## config.mk

```make
export PLATFORM = sky130hd
export DESIGN_NAME = scalar_operand_stage
export DESIGN_NICKNAME = d
export VERILOG_FILES = /design/src/rtl/scalar_pipe_pkg.sv /design/src/rtl/scalar_scoreboard.sv /design/src/rtl/scalar_operand_stage.sv
export SDC_FILE = /design/constraint.sdc
export NUM_CORES = 1
export LEC_CHECK = 0
export CAP_MARGIN = 0
export CORE_MARGIN = 2
export CORE_UTILIZATION = 25
export DETAILED_ROUTE_END_ITERATION = 12
export PLACE_DENSITY = 0.51
export SETUP_SLACK_MARGIN = 0.05
export SLEW_MARGIN = 5
export SYNTH_ARGS = -nofsm -noshare
export SYNTH_HDL_FRONTEND = slang
export SYNTH_SLANG_ARGS = --single-unit
```

## constraint.sdc

```tcl
create_clock -name clk -period 1.9 [get_ports clk]
set_clock_uncertainty 0.2 [all_clocks]
set_input_delay 0.38 -clock clk [delete_from_list [all_inputs] [get_ports clk]]
set_output_delay 0.38 -clock clk [all_outputs]
set_load 0.01 [all_outputs]
```

## src/rtl/scalar_pipe_pkg.sv

```systemverilog
// scalar_pipe_pkg: shared widths and execute payload type for the scalar operand stage
//   OP_WIDTH / REG_SIZE / REG_QTY / SEL_WIDTH : default field widths
//   exPayload_t : operands, destination, write enable and opcode handed to execute
package scalar_pipe_pkg;
    localparam int OP_WIDTH  = 4;
    localparam int REG_SIZE  = 8;
    localparam int REG_QTY   = 8;
    localparam int SEL_WIDTH = $clog2(REG_QTY);
    typedef struct packed {
        logic [REG_SIZE-1:0]  a;
        logic [REG_SIZE-1:0]  b;
        logic [SEL_WIDTH-1:0] rd;
        logic                 wrEn;
        logic [OP_WIDTH-1:0]  op;
    } exPayload_t;
endpackage

```

## src/rtl/scalar_scoreboard.sv

```systemverilog
// scalar_scoreboard: per-register pending-write bits and RAW/WAW hazard detection
//   clk, reset (sync, active-low)
//   rs1, rs2, rd, wrEn : sources/destination of the instruction being decoded
//   setEn              : instruction accepted and writes rd
//   wbValid, wbRd      : write-back clearing a pending bit
//   flushClr, flushRd  : killed payload releasing its destination
//   hazard             : instruction must stall
module scalar_scoreboard #(
    parameter int registerQuantity = 8,
    parameter int selWidth         = 3
) (
    input  logic                clk,
    input  logic                reset,
    input  logic [selWidth-1:0] rs1,
    input  logic [selWidth-1:0] rs2,
    input  logic [selWidth-1:0] rd,
    input  logic                wrEn,
    input  logic                setEn,
    input  logic                wbValid,
    input  logic [selWidth-1:0] wbRd,
    input  logic                flushClr,
    input  logic [selWidth-1:0] flushRd,
    output logic                hazard
);
    logic [registerQuantity-1:0] pending, clrMask, setMask;
    // A write-back to the same register clears it this edge and is forwarded, so it does not stall
    assign hazard = (pending[rs1] && !(wbValid && wbRd == rs1))
                 || (pending[rs2] && !(wbValid && wbRd == rs2))
                 || (wrEn && pending[rd] && !(wbValid && wbRd == rd));
    assign clrMask = (registerQuantity'(wbValid) << wbRd) | (registerQuantity'(flushClr) << flushRd);
    assign setMask = registerQuantity'(setEn) << rd;
    // Set is applied after clear so a same-cycle set of the cleared index wins
    always_ff @(posedge clk)
        if (!reset) pending <= '0;
        else        pending <= (pending & ~clrMask) | setMask;
endmodule

```

## src/rtl/scalar_operand_stage.sv

```systemverilog
// scalar_operand_stage: register read, hazard stall, write-back forwarding and execute pipeline register
//   clk, reset (sync, active-low)
//   idValid/idReady, idRs1, idRs2, idRd, idWrEn, idOp : decoded instruction handshake
//   rSel1, rSel2, reg1In, reg2In                      : register-file read port
//   wbValid, wbRd, wbData                             : write-back bus
//   flush                                             : kill held payload
//   exValid/exReady, exA, exB, exRd, exWrEn, exOp     : execute payload handshake
import scalar_pipe_pkg::*;
module scalar_operand_stage #(
    parameter int registerSize     = REG_SIZE,
    parameter int registerQuantity = REG_QTY,
    parameter int selWidth         = SEL_WIDTH,
    parameter int opWidth          = OP_WIDTH
) (
    input  logic                    clk,
    input  logic                    reset,
    input  logic                    idValid,
    output logic                    idReady,
    input  logic [selWidth-1:0]     idRs1,
    input  logic [selWidth-1:0]     idRs2,
    input  logic [selWidth-1:0]     idRd,
    input  logic                    idWrEn,
    input  logic [opWidth-1:0]      idOp,
    output logic [selWidth-1:0]     rSel1,
    output logic [selWidth-1:0]     rSel2,
    input  logic [registerSize-1:0] reg1In,
    input  logic [registerSize-1:0] reg2In,
    input  logic                    wbValid,
    input  logic [selWidth-1:0]     wbRd,
    input  logic [registerSize-1:0] wbData,
    input  logic                    flush,
    output logic                    exValid,
    input  logic                    exReady,
    output logic [registerSize-1:0] exA,
    output logic [registerSize-1:0] exB,
    output logic [selWidth-1:0]     exRd,
    output logic                    exWrEn,
    output logic [opWidth-1:0]      exOp
);
    exPayload_t payload;
    logic hazard, accept;
    logic [registerSize-1:0] fwdA, fwdB;
    assign rSel1   = idRs1;
    assign rSel2   = idRs2;
    assign fwdA    = (wbValid && wbRd == idRs1) ? wbData : reg1In;
    assign fwdB    = (wbValid && wbRd == idRs2) ? wbData : reg2In;
    assign idReady = reset && !flush && !hazard && (!exValid || exReady);
    assign accept  = idValid && idReady;
    scalar_scoreboard #(.registerQuantity(registerQuantity), .selWidth(selWidth)) sb (
        .clk(clk), .reset(reset), .rs1(idRs1), .rs2(idRs2), .rd(idRd), .wrEn(idWrEn),
        .setEn(accept && idWrEn), .wbValid(wbValid), .wbRd(wbRd),
        .flushClr(flush && exValid && payload.wrEn), .flushRd(payload.rd), .hazard(hazard)
    );
    // Payload fields hold after a transfer; only exValid drops
    always_ff @(posedge clk)
        if (!reset) begin
            payload <= '0;
            exValid <= 1'b0;
        end else if (flush) exValid <= 1'b0;
        else if (accept) begin
            payload <= '{a: fwdA, b: fwdB, rd: idRd, wrEn: idWrEn, op: idOp};
            exValid <= 1'b1;
        end else if (exReady) exValid <= 1'b0;
    assign exA    = payload.a;
    assign exB    = payload.b;
    assign exRd   = payload.rd;
    assign exWrEn = payload.wrEn;
    assign exOp   = payload.op;
endmodule
```

==> impl_metrics.csv <==
group,metric,value,unit
status,status,"finished with violations",
status,violations,"setup timing",
placed_design,portBuffers,78,
critical_path,path_max_fanout,2,
critical_path,critPathKind,"register to primary output",
synth,synth_area_leaders,"dfxtp_1 (33%), mux2i_1 (24%), nand2_1 (6.6%)",
critical_path,crit_required,1320,ps
cells_and_area,final_cells,428,
synth,synth_seq_area_share,0.3327,
synth,synth_top_cell_by_area,"dfxtp_1",
timing,worst_slack,-316.4,ps
route,drt-initial-drc-count,93,
critical_path,slowest_delay,460,ps
critical_path,end_kind,"primary output",
placed_design,gp_congestion,0.8462,
clocking,cts_root_buf,"clkbuf_8",
synth,netlist_instances,218,
grt,track_usage,0.1385,
cells_and_area,drive_above_1_share,0.2178,
synth,synth_top_area_share,0.3327,
power,p_int,1.279,mW
power,p_leak,1.583,nW
synth,netlist_area,1986,sq um
die,fp.dieH,93.12,um
die,coreArea,7727,sq um
critical_path,path_buf_inv,1,
route,drc_errors,0,
synth,synth.distinct_cells,28,
placed_design,place_area,3037,sq um
clocking,cts_tree,"done",
clocking,cts_buffer_depth,2,
clocking,ctsHoldBuffers,0,
route,first_pass_iters,5,
placed_design,dp_hpwl,4469,um
die,row_count,32,
timing,rsz0062_at_grt,"yes",
die,die_area,8671,sq um
job,maxCapViolations,0,
synth,synth_area_per_cell,9.109,sq um
grt,grt_max_degree,38,
grt,grt_pass1_wl,9611,um
route,viasPerCell,4.526,
power,p_sw,428.3,uW
timing,hold_violations,0,
cells_and_area,syn2layout_area_growth,63.01,%
critical_path,cp_top_family,"multiplexers",
power,p_sw_frac,0.2508,
timing,maxSlewViolCount,0,
power,peakVddDrop,0.4266,mV
placed_design,dp_slack,-1129,ps
grt,first_global_vias,1989,
clocking,cts_htree_levels,2,
timing,worst_pin_slew,388.3,ps
power,p_comb_frac,0.238,
cells_and_area,fin_nets,372,
cells_and_area,n_antenna_cell,0,
grt,antenna_found_initial,0,
placed_design,dp.cells,414,
synth,synth_nets,265,
grt,grt_overflow,0,
timing,relSlewSlack,0.7378,
timing,fin_crit_sh,1.167,
cells_and_area,utilization,0.4189,
timing,worst_hold_slack,260.9,ps
route,via_count,1937,
critical_path,crit_path_start_kind,"register",
clocking,insertion_delay,280,ps
cells_and_area,fillCellCount,796,
timing,fmax,451.2,MHz
synth,yosysWarnings,0,
power,clockPowerShare,0.335,
synth,ys_ff_latch,33,
power,sequentialPowerShare,0.427,
min_path,hold_class,"register to register",
power,pwr_density_cell,527.5,nW/um^2
cells_and_area,final_cell_area,3237,sq um
timing,setup_violations,34,
route,wire_per_inst,13.68,um
die,start_util,0.2570,
timing,fin_crit,2216,ps
clocking,cts_buffers,5,
route,wl,5856,um
critical_path,crit_chain,"mux4_2 > o2111a_2 > nor3_2 > buf_2",
critical_path,arrival,1640,ps
critical_path,crit_slowest_cell,"mux4_2",
clocking,path_clk_slew,70,ps
die,die_x,93.12,um
clocking,cts.sinks,33,
die,pin_count,79,
route,ant_nets,0,
stage by stage:
stage,setup TNS (ps),power [mW]
2_1_floorplan,-2618,0.9216
3_3_place_gp,-30750,1.148
3_5_place_dp,-30820,1.149
4_1_cts,-7364,1.723
5_1_grt,-9199,1.810
6_report,-7279,1.707
logic make-up (layout without fill, tap and decap cells):
logic type,count (synthesis),count (layout),share of synthesized area
mux,50,50,0.2646
flops,33,33,0.3327
compound gates,23,23,0.09452
xor+xnor,9,9,0.03970
buf+inv,30,138,0.09641
simple gates,73,73,0.1720
layer usage:
metal | GRT usage | part of all wire | vias up
met3 | 0.04432 | 0.070 | 6
met4 | 0.03309 | 0.0079 | 0
met5 | 0 | 0 | -
li1 | - | - | 976
met2 | 0.2367 | 0.47 | 57
met1 | 0.1691 | 0.45 | 898
synth_stat cells (all sizes together):
cell,number
mux2i,48
nand2,35
dfxtp,33
buf,15
nand3,10
inv,9
xnor2,9
nor2,8
nand4,7
o2111ai,7
clkbuf,6
nor2b,6
o21ai,6
nand2b,4
a21o,2
mux4,2
o311ai,2
o41ai,2
a21boi,1
a21oi,1
a22oi,1
nand3b,1
nand4bb,1
nor3,1
o2111a,1
power by group through the flow:
stage / Sequential, mW / Clock [mW] / Combinational [mW]
after CTS: 0.730 / 0.596 / 0.397
after floorplan: 0.755 / 0 / 0.166
after detailed placement: 0.745 / 0 / 0.404
after global routing: 0.733 / 0.639 / 0.439
after global placement: 0.745 / 0 / 0.403
final: 0.730 / 0.572 / 0.406
what timing repair did:
action,in CTS,in global routing
setup buffers,2,4
hold endpoints to repair,0,0
pin swaps,6,3
gates resized for setup,29,19
setup endpoints to repair,42,37
placed cells by master, fill, tap and decap left out, types with 7 or more instances in the layout:
cell type and count:
buf_4 40, clkbuf_8 7, clkdlybuf4s50_1 58, dfxtp_1 32
dlygate4sd2_1 13, inv_1 9, mux2i_1 48, nand2_1 35
nand3_1 10, nand4_1 7, nor2_1 8, xnor2_1 9
final timing paths:
check           startpoint            end  slack, ps  depth (start not counted)
max reg2reg  sb.pending[3]  sb.pending[7]       -260                          6
min reg2reg         exB[2]         exB[2]        260                          2
min                 exB[2]         exB[2]        260                          2
max          sb.pending[3]        idReady       -320                          4
worst register-to-register path: stages, from the launching register on:
cell	delay (ps)
dfxtp_2	320
mux4_2	460
o2111a_2	300
buf_4	130
nand4bb_4	250
buf_4	190
o41ai_4	210
state kept, by name, indices dropped and copies added (netlist names):
signal	flops
exA	8
exB	8
exOp	4
exRd	3
exValid	1
exWrEn	1
sb.pending	8
layout make-up:
type / count / area, sq um / share of cell area
clock buffer: 7 / 96.34 / 0.02976
clock inverter: 1 / 5.005 / 0.001546
inverter: 9 / 33.78 / 0.01044
multi-input combinational: 155 / 1215 / 0.3753
sequential: 33 / 661.9 / 0.2045
tap: 102 / 127.6 / 0.03943
timing repair buffer: 121 / 1097 / 0.3390
Note: power is estimated with default switching activity, not from simulation.
